`src/rtl/compliance_sig_pkg.sv`:
```
// compliance_sig_pkg: register offsets, STATUS field positions and FSM state enum shared by the signature-dump block
package compliance_sig_pkg;
  localparam logic [7:0] OFF_SIG_BEGIN = 8'h00;
  localparam logic [7:0] OFF_SIG_END = 8'h04;
  localparam logic [7:0] OFF_HALT = 8'h08;
  localparam logic [7:0] OFF_STATUS = 8'h0C;
  localparam int STATUS_BUSY = 0;
  localparam int STATUS_DONE = 1;
  localparam int STATUS_CNT_LSB = 16;
  typedef enum logic [2:0] {IDLE, REQ, WAIT, EMIT, DONE} sig_state_e;
endpackage

```
`src/rtl/compliance_sig_dump_if.sv`:
```
// compliance_sig_dump_if: device, host-read and signature-stream signals; slave = controller view, master = system view
interface compliance_sig_dump_if;
  logic dev_req_i;
  logic dev_we_i;
  logic [31:0] dev_addr_i;
  logic [3:0] dev_be_i;
  logic [31:0] dev_wdata_i;
  logic dev_rvalid_o;
  logic [31:0] dev_rdata_o;
  logic dev_err_o;
  logic host_req_o;
  logic host_gnt_i;
  logic [31:0] host_addr_o;
  logic host_rvalid_i;
  logic [31:0] host_rdata_i;
  logic sig_valid_o;
  logic [31:0] sig_data_o;
  logic sig_ready_i;
  logic halt_o;
  modport slave (
    input dev_req_i, dev_we_i, dev_addr_i, dev_be_i, dev_wdata_i, host_gnt_i, host_rvalid_i, host_rdata_i, sig_ready_i,
    output dev_rvalid_o, dev_rdata_o, dev_err_o, host_req_o, host_addr_o, sig_valid_o, sig_data_o, halt_o
  );
  modport master (
    output dev_req_i, dev_we_i, dev_addr_i, dev_be_i, dev_wdata_i, host_gnt_i, host_rvalid_i, host_rdata_i, sig_ready_i,
    input dev_rvalid_o, dev_rdata_o, dev_err_o, host_req_o, host_addr_o, sig_valid_o, sig_data_o, halt_o
  );
endinterface

```
`src/rtl/compliance_sig_regs.sv`:
```
// compliance_sig_regs: device-port decode, SIG_BEGIN/SIG_END storage, STATUS readback, one-cycle error/response and registered halt_pulse
module compliance_sig_regs
  import compliance_sig_pkg::*;
#(
  parameter int DevAddrBits = 10
) (
  input  logic        clk_i,
  input  logic        rst_ni,
  input  logic        dev_req_i,
  input  logic        dev_we_i,
  input  logic [31:0] dev_addr_i,
  input  logic [3:0]  dev_be_i,
  input  logic [31:0] dev_wdata_i,
  input  logic        busy,
  input  logic        done,
  input  logic [15:0] count,
  output logic        dev_rvalid_o,
  output logic [31:0] dev_rdata_o,
  output logic        dev_err_o,
  output logic [31:0] sig_begin,
  output logic [31:0] sig_end,
  output logic        halt_pulse
);
  logic [DevAddrBits-1:0] off;
  logic [29:0] begin_q, end_q;
  logic is_b, is_e, is_h, is_s, err, wr;
  logic [31:0] status, rdata;
  logic unused_ok;
  assign sig_begin = {begin_q, 2'b00};
  assign sig_end = {end_q, 2'b00};
  assign unused_ok = ^{dev_be_i, dev_addr_i, dev_wdata_i[1:0]};
  always_comb begin
    off = dev_addr_i[DevAddrBits-1:0];
    is_b = off == DevAddrBits'(OFF_SIG_BEGIN);
    is_e = off == DevAddrBits'(OFF_SIG_END);
    is_h = off == DevAddrBits'(OFF_HALT);
    is_s = off == DevAddrBits'(OFF_STATUS);
    err = !(((is_b || is_e) && !(dev_we_i && busy)) || (is_h && dev_we_i) || (is_s && !dev_we_i));
    wr = dev_req_i && dev_we_i && !err;
    status = '0;
    status[STATUS_BUSY] = busy;
    status[STATUS_DONE] = done;
    status[STATUS_CNT_LSB +: 16] = count;
    rdata = (dev_we_i || err) ? '0 : is_b ? sig_begin : is_e ? sig_end : status;
  end
  always_ff @(posedge clk_i or negedge rst_ni) begin
    if (!rst_ni) begin
      begin_q <= '0;
      end_q <= '0;
      dev_rvalid_o <= 1'b0;
      dev_err_o <= 1'b0;
      dev_rdata_o <= '0;
      halt_pulse <= 1'b0;
    end else begin
      dev_rvalid_o <= dev_req_i;
      dev_err_o <= dev_req_i && err;
      dev_rdata_o <= dev_req_i ? rdata : '0;
      halt_pulse <= wr && is_h;
      if (wr && is_b) begin_q <= dev_wdata_i[31:2];
      if (wr && is_e) end_q <= dev_wdata_i[31:2];
    end
  end
endmodule

```
`src/rtl/compliance_sig_dump.sv`:
```
// compliance_sig_dump: signature-dump controller (device regs, host reader, valid/ready word stream, halt_o); COMPLIANCE_SIG_DUMP_DISPLAY_EN adds word printing and $finish
module compliance_sig_dump
  import compliance_sig_pkg::*;
#(
  parameter int DevAddrBits = 10,
  parameter int CountWidth = 16
) (
  input logic clk_i,
  input logic rst_ni,
  compliance_sig_dump_if.slave bus
);
  sig_state_e state, state_nxt;
  logic [31:0] ptr, ptr_sum, data_q, sig_begin, sig_end;
  logic [CountWidth-1:0] cnt;
  logic carry, last, step, nonempty, busy, halt_pulse;
  compliance_sig_regs #(.DevAddrBits(DevAddrBits)) u_regs (
    .clk_i(clk_i),
    .rst_ni(rst_ni),
    .dev_req_i(bus.dev_req_i),
    .dev_we_i(bus.dev_we_i),
    .dev_addr_i(bus.dev_addr_i),
    .dev_be_i(bus.dev_be_i),
    .dev_wdata_i(bus.dev_wdata_i),
    .busy(busy),
    .done(state == DONE),
    .count(16'(cnt)),
    .dev_rvalid_o(bus.dev_rvalid_o),
    .dev_rdata_o(bus.dev_rdata_o),
    .dev_err_o(bus.dev_err_o),
    .sig_begin(sig_begin),
    .sig_end(sig_end),
    .halt_pulse(halt_pulse)
  );
  always_comb begin
    {carry, ptr_sum} = {1'b0, ptr} + 33'd4;
    last = carry || ptr_sum >= sig_end;
    nonempty = sig_end > sig_begin;
    step = state == EMIT && bus.sig_ready_i;
    busy = state == REQ || state == WAIT || state == EMIT || (state == IDLE && halt_pulse && nonempty);
    state_nxt = state == IDLE ? (halt_pulse ? (nonempty ? REQ : DONE) : IDLE)
              : state == REQ  ? (bus.host_gnt_i ? WAIT : REQ)
              : state == WAIT ? (bus.host_rvalid_i ? EMIT : WAIT)
              : state == EMIT ? (bus.sig_ready_i ? (last ? DONE : REQ) : EMIT)
              : DONE;
  end
  always_ff @(posedge clk_i or negedge rst_ni) begin
    if (!rst_ni) begin
      state <= IDLE;
      ptr <= '0;
      cnt <= '0;
      data_q <= '0;
    end else begin
      state <= state_nxt;
      if (state == IDLE && state_nxt == REQ) ptr <= sig_begin;
      if (step) ptr <= ptr_sum;
      if (step) cnt <= &cnt ? cnt : cnt + CountWidth'(1);
      if (state == WAIT && bus.host_rvalid_i) data_q <= bus.host_rdata_i;
    end
  end
  assign bus.host_req_o = state == REQ;
  assign bus.host_addr_o = ptr;
  assign bus.sig_valid_o = state == EMIT;
  assign bus.sig_data_o = data_q;
  assign bus.halt_o = state == DONE;
`ifdef COMPLIANCE_SIG_DUMP_DISPLAY_EN
  logic shown;
  always_ff @(posedge clk_i or negedge rst_ni) begin
    if (!rst_ni) shown <= 1'b0;
    else begin
      if (step) $display("%08h", data_q);
      if (state == DONE && !shown) $display("signature words: %0d", cnt);
      if (state == DONE) shown <= 1'b1;
      if (shown) $finish;
    end
  end
`else
`endif
endmodule

```
`src/flat_wrapper.sv`:
```
// flat-port wrapper written by rule: the top's interface ports become plain ports
module compliance_sig_dump_flat import compliance_sig_pkg::*;
#(
  parameter int DevAddrBits = 10,
  parameter int CountWidth = 16
)
  (clk_i, rst_ni, bus_dev_req_i, bus_dev_we_i, bus_dev_addr_i, bus_dev_be_i, bus_dev_wdata_i, bus_host_gnt_i, bus_host_rvalid_i, bus_host_rdata_i, bus_sig_ready_i, bus_dev_rvalid_o, bus_dev_rdata_o, bus_dev_err_o, bus_host_req_o, bus_host_addr_o, bus_sig_valid_o, bus_sig_data_o, bus_halt_o);
  compliance_sig_dump_if bus_i ();
  input logic clk_i;
  input logic rst_ni;
  input wire logic [$bits(bus_i.dev_req_i)-1:0] bus_dev_req_i;
  input wire logic [$bits(bus_i.dev_we_i)-1:0] bus_dev_we_i;
  input wire logic [$bits(bus_i.dev_addr_i)-1:0] bus_dev_addr_i;
  input wire logic [$bits(bus_i.dev_be_i)-1:0] bus_dev_be_i;
  input wire logic [$bits(bus_i.dev_wdata_i)-1:0] bus_dev_wdata_i;
  input wire logic [$bits(bus_i.host_gnt_i)-1:0] bus_host_gnt_i;
  input wire logic [$bits(bus_i.host_rvalid_i)-1:0] bus_host_rvalid_i;
  input wire logic [$bits(bus_i.host_rdata_i)-1:0] bus_host_rdata_i;
  input wire logic [$bits(bus_i.sig_ready_i)-1:0] bus_sig_ready_i;
  output wire logic [$bits(bus_i.dev_rvalid_o)-1:0] bus_dev_rvalid_o;
  output wire logic [$bits(bus_i.dev_rdata_o)-1:0] bus_dev_rdata_o;
  output wire logic [$bits(bus_i.dev_err_o)-1:0] bus_dev_err_o;
  output wire logic [$bits(bus_i.host_req_o)-1:0] bus_host_req_o;
  output wire logic [$bits(bus_i.host_addr_o)-1:0] bus_host_addr_o;
  output wire logic [$bits(bus_i.sig_valid_o)-1:0] bus_sig_valid_o;
  output wire logic [$bits(bus_i.sig_data_o)-1:0] bus_sig_data_o;
  output wire logic [$bits(bus_i.halt_o)-1:0] bus_halt_o;
  assign bus_i.dev_req_i = bus_dev_req_i;
  assign bus_i.dev_we_i = bus_dev_we_i;
  assign bus_i.dev_addr_i = bus_dev_addr_i;
  assign bus_i.dev_be_i = bus_dev_be_i;
  assign bus_i.dev_wdata_i = bus_dev_wdata_i;
  assign bus_i.host_gnt_i = bus_host_gnt_i;
  assign bus_i.host_rvalid_i = bus_host_rvalid_i;
  assign bus_i.host_rdata_i = bus_host_rdata_i;
  assign bus_i.sig_ready_i = bus_sig_ready_i;
  assign bus_dev_rvalid_o = bus_i.dev_rvalid_o;
  assign bus_dev_rdata_o = bus_i.dev_rdata_o;
  assign bus_dev_err_o = bus_i.dev_err_o;
  assign bus_host_req_o = bus_i.host_req_o;
  assign bus_host_addr_o = bus_i.host_addr_o;
  assign bus_sig_valid_o = bus_i.sig_valid_o;
  assign bus_sig_data_o = bus_i.sig_data_o;
  assign bus_halt_o = bus_i.halt_o;
  compliance_sig_dump #(.DevAddrBits(DevAddrBits), .CountWidth(CountWidth)) u_core (.clk_i(clk_i), .rst_ni(rst_ni), .bus(bus_i));
endmodule
```
`config.mk`:
```
export PLATFORM = sky130hd
export DESIGN_NAME = compliance_sig_dump_flat
export DESIGN_NICKNAME = d
export VERILOG_FILES = /design/src/rtl/compliance_sig_pkg.sv /design/src/rtl/compliance_sig_dump_if.sv /design/src/rtl/compliance_sig_regs.sv /design/src/rtl/compliance_sig_dump.sv /design/src/flat_wrapper.sv
export SDC_FILE = /design/constraint.sdc
export NUM_CORES = 1
export LEC_CHECK = 0
export ABC_CLOCK_PERIOD_IN_PS = 9900
export BUFFER_PORTS_ARGS = -buffer_cell sky130_fd_sc_hd__buf_2
export CORE_AREA = 2 2 229 175
export CTS_CLUSTER_DIAMETER = 100
export DETAILED_ROUTE_END_ITERATION = 7
export DIE_AREA = 0 0 231 177
export PLACE_DENSITY_LB_ADDON = 0.08
export SLEW_MARGIN = 25
export SYNTH_ARGS = -nofsm -noshare
export SYNTH_HDL_FRONTEND = slang
export SYNTH_SLANG_ARGS = --single-unit
```
`constraint.sdc`:
```
create_clock -name clk_i -period 9.9 [get_ports clk_i]
set_input_delay 0.99 -clock clk_i [delete_from_list [all_inputs] [get_ports clk_i]]
set_output_delay 0.99 -clock clk_i [all_outputs]
set_load 0.005 [all_outputs]
```
# Word-level counts from Yosys, hierarchy flattened
# Cells that the tools add are included.
# op_classes
n_addsub,2
n_lt_le_gt_ge,2
eq_ne,8
mux,16
n_bitwise,1
reduce_logical,31
# op_table
op,n
$mux W32,6
$add A32 B3 Y33 const B,1
$ge A32 B32 Y1,1
$gt A32 B32 Y1,1
$mux W3,8
$eq A10 B4 Y1 const B,2
$add A16 B1 Y16 const B,1
$reduce_and A16 Y1,1
$logic_and A1 B1 Y1,15
$eq A10 B3 Y1 const B,1
$logic_not A10 Y1,1
$logic_or A1 B1 Y1,8
$eq A3 B1 Y1 const B,2
$eq A3 B2 Y1 const B,2
$eq A3 B3 Y1 const B,1
$logic_not A1 Y1,3
$logic_not A3 Y1,1
$mux W2,1
$reduce_and A2 Y1,1
$reduce_bool A2 Y1,1
$mux W1,1
$not A1 Y1,1
# totals
reg_bits,178
input_bits,107
word_cells,70

# Logic depth before layout (Yosys ltp)
# Gate-level depths: netlist of run 1.
# depth
word_depth,13
depth_mapped,14
mapped_depth_nobuf,13

# Cells and area by module
# Synthesis of run 1 repeated with hierarchy kept, for this count alone.
# hier_totals
hier_cells,856
hier_area_um2,9928.3
# modules_own_cells
mod,n_inst,cells_each,area_per_inst_um2,seq_area_each_um2
compliance_sig_dump,1,583,5776.8,2077.0
compliance_sig_regs,1,273,4151.5,2377.3

# Worst setup path before layout of run 1
# Ideal clock, no wire load.
# synth_timing
path_type,flip-flop to flip-flop
start,register u_core.ptr[6] (netlist: u_core.bus.host_addr_o[6])
end,register u_core.state[2]
setup_time_ns,0.126
t_arrival_ns,3.249
setup_slack_ns,6.525
path_stages_with_launch,13
synth_period_minus_slack_ns,3.375
cell_sequence,dfrtp_1 clkbuf_1 nand3_1 or4b_4 nor3_1 nand3_1 xnor2_1 ha_1 and4_1 a221oi_1 o21ai_0 a211o_1 a221o_1
# synth_via
elab_chain_cells,9
# synth_lines
item,line,text
from (decl),compliance_sig_dump.sv:13,"logic [31:0] ptr, ptr_sum, data_q, sig_begin, sig_end;"
from (signal assigned),compliance_sig_dump.sv:54,if (state == IDLE && state_nxt == REQ) ptr <= sig_begin;
from (signal assigned),compliance_sig_dump.sv:55,if (step) ptr <= ptr_sum;
$add A32 B3 Y33 (*),compliance_sig_dump.sv:35,"{carry, ptr_sum} = {1'b0, ptr} + 33'd4;"
$ge A32 B32 Y1,compliance_sig_dump.sv:36,last = carry || ptr_sum >= sig_end;
$logic_or A1 B1 Y1 (*),compliance_sig_dump.sv:36,
$mux W3 (*) (3 in a row),compliance_sig_dump.sv:43,: state == EMIT ? (bus.sig_ready_i ? (last ? DONE : REQ) : EMIT)
$mux W3 (*),compliance_sig_dump.sv:42,: state == WAIT ? (bus.host_rvalid_i ? EMIT : WAIT)
$mux W3 (*),compliance_sig_dump.sv:41,: state == REQ ? (bus.host_gnt_i ? WAIT : REQ)
$mux W3 (*),compliance_sig_dump.sv:40,state_nxt = state == IDLE ? (halt_pulse ? (nonempty ? REQ : DONE) : IDLE)
via u_core.state_nxt[2],compliance_sig_dump.sv:12,"sig_state_e state, state_nxt;"
to (signal assigned),compliance_sig_dump.sv:53,state <= state_nxt;
to (decl),compliance_sig_dump.sv:12,
# The timed path passes the listed nets; every way through them passes the cells marked *.
# A chain may end at the register's enable or synchronous reset.

# Worst setup path in the final report of run 1
# layout_timing
start,register u_core.ptr[3] (netlist: u_core.bus.host_addr_o[3])
end,register u_core.state[2]
# Same word-level chain as after synthesis.

==> summary.txt, run 1 <==
Area leader, netlist: dfrtp_1
Power Density: 161 nW/um^2
Initial cell density of the core: 0.246
Syn Inst Count: 886
Slew margin rel.: 0.389
Fin. max-slew vios: 0
Max Clk Rate: 251 MHz
VDD IR max: 0.107 mV
Share of cells above drive strength 1: 0.279
Clock slew at reported path FFs: 70 ps
Placed inst area: 11,100 sq um
Wire per inst: 17.9 um
Worst-Margin Slew: 915 ps
Syn avg cell area: 10.8 sq um
# DRC: 0
GPL Wtd Cong: 0.750
Post-detail-place hpwl: 21,000 um
Total core area: 38,800 sq um
Post-synth EDFFs: 0
DR pass1 iterations: 5
Cts hold-fix bufs: 0
Total Routing Usage GR: 0.143
I/O Pins: 208
RSZ-0062 raised after global routing: false
Filler cells: 4,074
Synth async-reset ratio: 1.00
Diode count: 0
Routed vias: 7,110
Slowest CP cell: or3_1
First-pass GRT wire length: 43,300 um
Setup Buffers After CTS: 0
Final Util: 0.301
Tmin final: 3980 ps
CP endpoint kind: register
Post-CTS sizing: 0
Initial drt markers: 301
Vias per cell: 4.48
Final Routed Wirelength: 28,500 um
Sequential area share after synthesis: 0.461
Cell Chain, Critical Path: ha_1, nand3_1, or3_1, nor2_1, xor2_1, ha_1, nand2_1, o21ai_0, a211oi_1, o21ai_0, a211o_1, a221o_1
Cell Area, Synth: 9550 sq um
Arrival time worst endpoint: 4320 ps
Gr ovfl total: 0
PnR worst setup slack: 5920 ps
Post-place setup slack: 5890 ps
Antenna-violating nets left: 0
Yosys top cell area share: 0.461
CTS tree: done
Setup CP Type: reg -> reg
IO Port Bufs: 177
Pin count of the biggest net entering global routing: 70
Fin area: 11,700 sq um
Setup Skew: 11.2 ps
Required @ worst endpoint: 10,230 ps
Clock Tree Buf Depth: 2
Yosys cell types: 59
Slowest stage delay, CP: 620 ps
Hold/Removal Path Class: reg -> reg
Die extent in x: 231 um
Crit start category: register
Vias in the first global route: 7,046
Root Buffer: clkbuf_16
Post-Route Setup TNS: 0 ps
Commonest cells after routing, fill and taps aside: buf_2 (176), dfrtp_1 (176), inv_1 (79), mux2_2 (63), ha_1 (62)
Initial antenna violation count: 0
Synth Register Bits: 176
Cts bufs inserted: 17
Dominant cells by area after synthesis: dfrtp_1 (46%), ha_1 (8.1%), mux2_2 (7.4%)
Number of nets in the layout: 1,225
Die area: 40,900 sq um
Final Hold Viols: 0
Multi-input gate area: 4710 sq um
CTS H-tree depth: 4
Register area: 4400 sq um
Clock sink count: 176
Worst-path fanout max: 8
Yosys warnings: 0
Max-cap violations: 0
Hold Slack: 492 ps
Static Leak: 5.63 nW
Std-Cell Rows: 63
Ys flop type: dfrtp_1
Status: complete, no violations
Fin crit share: 0.402
Worst-Skew Late Latency: 460 ps
Layout area overhead: 22.2%
Die Ht: 177 um
Setup violations, final: 0
[critical path: cells and delay by family, from the launching register on]
kind                       cells  cell delay [ps]
xor gates and xnor gates       1              250
AOI/OAI and AO/OA              5             1500
DFF                            1              440
adders and majority gates      2              550
and+or+nand+nor                4             1120
[final cells by class]
| class | count | share of cell area |
|---|---|---|
| Clock buffer | 18 | 0.0376 |
| Multi-Input combinational cell | 593 | 0.404 |
| Timing Repair Buffer | 189 | 0.0844 |
| Clock inverter | 12 | 0.0157 |
| Inverter | 79 | 0.0254 |
| Sequential cell | 176 | 0.377 |
| Tap cell | 520 | 0.0557 |
[power breakdown]
part	switching, mW	internal, mW	total, mW
sequential	0.0515	0.798	0.849
combinational	0.140	0.157	0.297
clock	0.309	0.429	0.738
total	0.500	1.38	1.88
[final timing paths]
path	from	end	slack (ps)	cells past startpoint
worst max-delay path	u_core.bus.host_addr_o[3]	u_core.state[2]	5920	12
worst min-delay path	u_core.cnt[8]	u_core.cnt[8]	490	1
worst max register to register	u_core.bus.host_addr_o[3]	u_core.state[2]	5920	12
worst min register to register	u_core.cnt[8]	u_core.cnt[8]	490	1
max in group asynchronous	rst_ni	u_core.cnt[11]	7400	3
min in group asynchronous	rst_ni	u_core.u_regs.dev_rdata_o[15]	550	1
[logic make-up (layout without fill, tap and decap cells)]
family,after synthesis,count (layout),synth area share
compound gates,118,118,0.0905
fa+ha+maj,62,62,0.0812
xor+xnor,44,44,0.0403
mux,129,129,0.147
flops,176,176,0.461
buf+inv,118,298,0.0486
other cells,1,2,0.000393
simple gates,238,238,0.131
[routing by layer]
metal,up-vias,GRT usage,share of wire
met4,0,0.0315,0.0078
met5,-,0,0
met1,3471,0.205,0.51
met3,17,0.0359,0.046
met2,123,0.216,0.44
li1,3499,-,-
[synthesized netlist by cell type (all sizes together) (3+ instances only)]
cell and count:
a221oi 7, a221o 23, a211oi 22, nand2 55, o21ai 21, or3 10, xnor2 28, ha 62
clkbuf 20, nand2b 10, and4 5, nor3 12, a21oi 25, nor2 61, buf 19, dfrtp 176
and2 7, nand3 21, xor2 16, nor3b 3, and3 10, or2 3, mux2 93, o211ai 5
nand4 20, nor4 8, mux2i 36, nor4b 7, inv 79
[registers in the layout, summed over array words and instances (netlist names)]
name / flops
u_core.u_regs.dev_rvalid_o: 1
u_core.u_regs.dev_rdata_o: 32
u_core.u_regs.begin_q: 30
u_core.bus.sig_data_o: 32
u_core.u_regs.dev_err_o: 1
u_core.u_regs.halt_pulse: 1
u_core.bus.host_addr_o: 30
u_core.u_regs.end_q: 30
u_core.cnt: 16
u_core.state: 3
[through the flow]
step	instances	total power, mW
2_1_floorplan	887	1.01
3_3_place_gp	1557	1.17
3_5_place_dp	1557	1.17
4_1_cts	1587	1.93
5_1_grt	1587	1.99
6_report	1587	1.88
No activity file was read; power rests on OpenSTA's default activity.
==> run 2, diff against run 1 <==
ABC_CLOCK_PERIOD_IN_PS = 4000   (was 9900)
clock period = 4 ns   (was 9.9 ns; I/O delays follow)
==> summary.txt, run 2 (synthesized netlist as in run 1, its figures left out) <==
GPL Wtd Cong: 0.747
Max layer used: met4
Slew margin rel.: 0.480
I/O Pins: 208
Filler cells: 4,100
Placed inst area: 11,200 sq um
Std-Cell Rows: 63
Worst reg2reg path endpoint: u_core.state[2]
Max-cap violations: 0
Vias per cell: 4.46
IO Port Bufs: 177
# DRC: 0
Final Hold Viols: 0
NetSw: 1.35 mW
Number of nets in the layout: 1,243
Post-detail-place hpwl: 21,700 um
Share of cells above drive strength 1: 0.294
Hold depth: 1
Reg2Reg Depth: 12
PnR worst setup slack: 291 ps
FF-to-FF setup slack: 290 ps
Die Ht: 177 um
RSZ-0062 raised after global routing: false
Initial cell density of the core: 0.246
First-pass GRT wire length: 45,000 um
Crit start category: register
Fin area: 11,900 sq um
Pwr Total: 4.62 mW
Met1 WL: 14,700 um
Fin crit share: 0.927
Routed vias: 7,166
CP endpoint kind: register
Reg power frac: 0.454
Clock share of power: 0.385
Worst-Skew Late Latency: 460 ps
Post-Route Setup TNS: 0 ps
RR Startpoint: u_core.bus.host_addr_o[14]
Sw frac: 0.292
Setup CP Type: reg -> reg
Static Leak: 5.73 nW
VDD IR max: 0.252 mV
Total core area: 38,800 sq um
Arrival time worst endpoint: 4040 ps
Hold/Removal Path Class: in -> reg
Diode count: 0
Fin. max-slew vios: 0
Gr ovfl total: 0
Max Clk Rate: 270 MHz
Root Buffer: clkbuf_16
Power Density: 390 nW/um^2
Pin count of the biggest net entering global routing: 84
Commonest cells after routing, fill and taps aside: buf_2 (176), dfrtp_1 (176), inv_1 (79), mux2_2 (63), ha_1 (62)
Worst-Margin Slew: 778 ps
Hold wc startpoint: bus_dev_req_i
Tmin final: 3710 ps
Worst-path fanout max: 4
Total Routing Usage GR: 0.147
Pint: 3.27 mW
Hold EP: u_core.u_regs.dev_rvalid_o
Final Util: 0.306
Setup crit start: u_core.bus.host_addr_o[14]
Clock sink count: 176
Wire per inst: 18.0 um
Cts bufs inserted: 17
Status: complete, no violations
Vias in the first global route: 7,299
Setup Skew: 19.3 ps
Antenna-violating nets left: 0
CTS H-tree depth: 4
Comb pwr share: 0.161
Met2 WL: 13,000 um
Setup violations, final: 0
Initial antenna violation count: 0
Post-place setup slack: 173 ps
Die extent in x: 231 um
Hold Slack: 122 ps
Placed Cells: 1,574
Layout area overhead: 24.1%
WL met3: 1190 um
Finished Layout Cells: 1,607
Clock Tree Buf Depth: 2
Die area: 40,900 sq um
Final Routed Wirelength: 29,000 um
Required @ worst endpoint: 4330 ps
Initial drt markers: 340
Clock slew at reported path FFs: 80 ps
CTS tree: done
DR pass1 iterations: 4
-- run 2: cell types whose count changed in the layout (fill, tap and decap cells not counted), sizes merged --
cell and change:
inv +4, clkbuf -1, dlygate4sd3 +1, clkinv +3, clkinvlp -1, bufinv -3
buf +17
-- run 2: power by group through the flow --
stage	sequential [mW]	clock (mW)	combinational (mW)
finish	2.10	1.78	0.743
global route	2.13	1.95	0.836
CTS	2.10	1.87	0.762
detailed placement	2.14	0	0.760
global placement	2.13	0	0.766
floorplan	2.14	0	0.355
-- run 2: cell type report --
class | instances | area, sq um | share of cell area
flip-flops and latches | 176 | 4400 | 0.371
repair buffers | 207 | 1160 | 0.0978
inverters | 79 | 297 | 0.0250
multi-input cells | 593 | 4730 | 0.399
clock inverters | 15 | 191 | 0.0161
clock buffers | 17 | 425 | 0.0359
well taps | 520 | 651 | 0.0549
-- run 2: worst max path at each step --
stage	endpoint	cells after the start	slack [ps]
floorplan	u_core.state[2]	12	630
global placement	u_core.state[2]	13	160
detailed placement	u_core.state[2]	13	170
CTS	u_core.state[2]	13	140
global route	u_core.state[2]	11	10
finish	u_core.state[2]	12	290
-- run 2: per-layer routing --
layer | GRT usage | vias up
met3 | 0.0343 | 8
met2 | 0.225 | 148
met1 | 0.212 | 3475
li1 | - | 3535
met4 | 0.0282 | 0
met5 | 0 | -
-- run 2: repair_timing --
action	in CTS	in global routing
hold buffers	1	0
gates resized for setup	0	3
setup buffers	0	0
hold endpoints to repair	55	0
endpoints found under the setup margin	0	2
-- run 2: critical path, cell delays in order (launching register included) --
cell	delay (ps)
dfrtp_1	420
and4_1	310
or4b_4	550
nor4_4	450
nand2_1	180
xnor2_1	160
ha_1	300
a211oi_1	220
o21ai_0	120
o211ai_1	120
a211oi_1	120
a211o_1	300
a221o_1	340
==> run 3, diff against run 2 <==
==> constraint.sdc (replaced) <==
create_clock -name clk_i -period 4 [get_ports clk_i]
set_input_delay 0.4 -clock clk_i [delete_from_list [all_inputs] [get_ports clk_i]]
set_output_delay 0.4 -clock clk_i [all_outputs]
set_load 0.1 [all_outputs]
==> summary.txt, run 3 (synthesized netlist as in run 1, its figures left out) <==
Cell Chain, Critical Path: and4_1, or4b_4, nor4_4, buf_4, nand2_1, xnor2_1, ha_1, a211oi_1, o21ai_0, o211ai_1, a211oi_1, a211o_1, a221o_1
Finished Layout Cells: 1,602
Pwr Total: 5.90 mW
CTS H-tree depth: 4
Post-detail-place hpwl: 21,400 um
Die area: 40,900 sq um
GPL Wtd Cong: 0.753
Required @ worst endpoint: 4330 ps
DR pass1 iterations: 4
Worst-path fanout max: 8
Vias per cell: 4.44
Placed Cells: 1,569
Clock slew at reported path FFs: 80 ps
Hold/Removal Path Class: in -> reg
Final Routed Wirelength: 28,400 um
Setup violations, final: 0
Max-cap violations: 0
Crit start category: register
Slew margin rel.: 0.476
Post-CTS sizing: 0
Slowest stage delay, CP: 540 ps
Worst-Margin Slew: 785 ps
Root Buffer: clkbuf_16
Clock sink count: 176
Hold wc startpoint: bus_dev_req_i
Initial drt markers: 270
Commonest cells after routing, fill and taps aside: buf_2 (176), dfrtp_1 (167), inv_1 (79), mux2_2 (63), ha_1 (62)
Cts bufs inserted: 17
IO Port Bufs: 177
Number of nets in the layout: 1,238
Final Hold Viols: 0
Total core area: 38,800 sq um
Fin area: 11,800 sq um
Hold depth: 1
Diode count: 0
Gr ovfl total: 0
Most common cell after layout, fill and taps aside: buf_2
Most used cell, CP: a211oi_1
Max Clk Rate: 273 MHz
Fin. max-slew vios: 0
RR Startpoint: u_core.bus.host_addr_o[11]
Setup Skew: 13.7 ps
Slowest CP cell: or4b_4
Tmin final: 3660 ps
Placed inst area: 11,200 sq um
CTS tree: done
Initial antenna violation count: 0
Layout area overhead: 23.3%
Clock Tree Buf Depth: 2
Setup CP Type: reg -> reg
I/O Pins: 208
Post-Route Setup TNS: 0 ps
Pin count of the biggest net entering global routing: 73
Vias in the first global route: 7,189
Initial cell density of the core: 0.246
Reg2Reg Depth: 13
Antenna-violating nets left: 0
FF-to-FF setup slack: 340 ps
Die Ht: 177 um
Routed vias: 7,111
Std-Cell Rows: 63
VDD IR max: 0.245 mV
Static Leak: 5.67 nW
Total Routing Usage GR: 0.144
CP endpoint kind: register
Worst-Skew Late Latency: 450 ps
Worst reg2reg path endpoint: u_core.state[2]
Share of cells above drive strength 1: 0.297
# DRC: 0
Hold EP: u_core.u_regs.dev_rvalid_o
Die extent in x: 231 um
RSZ-0062 raised after global routing: false
Fin crit share: 0.915
Power Density: 501 nW/um^2
Arrival time worst endpoint: 3990 ps
First-pass GRT wire length: 44,200 um
Status: complete, no violations
Wire per inst: 17.7 um
run 3: layout make-up:
type | count | area (sq um)
Clock buffer | 17 | 425
Clock inverter | 15 | 169
Fill cell | 4108 | 27000
Inverter | 79 | 297
Multi-Input combinational cell | 593 | 4710
Sequential cell | 176 | 4420
Tap cell | 520 | 651
Timing Repair Buffer | 202 | 1110
run 3: power by group:
part | internal [mW] | switching, mW | total (mW)
logic | 0.394 | 1.70 | 2.10
registers | 1.97 | 0.124 | 2.10
clock network | 0.839 | 0.861 | 1.70
run 3: repair_timing:
| action | CTS | global route |
|---|---|---|
| hold buffers | 1 | 0 |
| buffers inserted | 0 | 0 |
| endpoints found under the hold margin | 20 | 0 |
| setup endpoints to repair | 0 | 0 |
run 3: critical path: cells and delay by family, from the launching register on:
family,cells,cell delay [ps]
flops,1,430
simple gates,4,1210
xor+xnor,1,160
fa+ha+maj,1,310
compound gates,6,1240
buf+inv,1,190
run 3: per-layer routing:
metal / vias up / part of all wire / wire length (um) / GRT usage
li1: 3527 / - / - / -
met1: 3449 / 0.51 / 14600 / 0.208
met3: 9 / 0.036 / 1020 / 0.0290
met5: - / 0 / 0 / 0
met2: 126 / 0.44 / 12600 / 0.221
met4: 0 / 0.0076 / 216 / 0.0331
run 3: worst max path at each step:
stage | start | to | cells after the start
4_1_cts | u_core.bus.host_addr_o[2] | u_core.state[2] | 11
6_report | u_core.bus.host_addr_o[11] | u_core.state[2] | 13
5_1_grt | u_core.bus.host_addr_o[2] | u_core.state[2] | 11
2_1_floorplan | u_core.bus.host_addr_o[15] | u_core.state[2] | 11
3_3_place_gp | u_core.bus.host_addr_o[2] | u_core.state[2] | 13
3_5_place_dp | u_core.bus.host_addr_o[2] | u_core.state[2] | 11
run 3: through the flow:
stage | util | setup WS, ps | hold slack, ps
5_1_grt | 0.304 | 56.4 | 95.5
3_5_place_dp | 0.288 | 298 | 478
2_1_floorplan | - | 3.48 | 104
4_1_cts | 0.304 | 286 | 98.8
6_report | 0.304 | 339 | 127
3_3_place_gp | 0.288 | 268 | 483
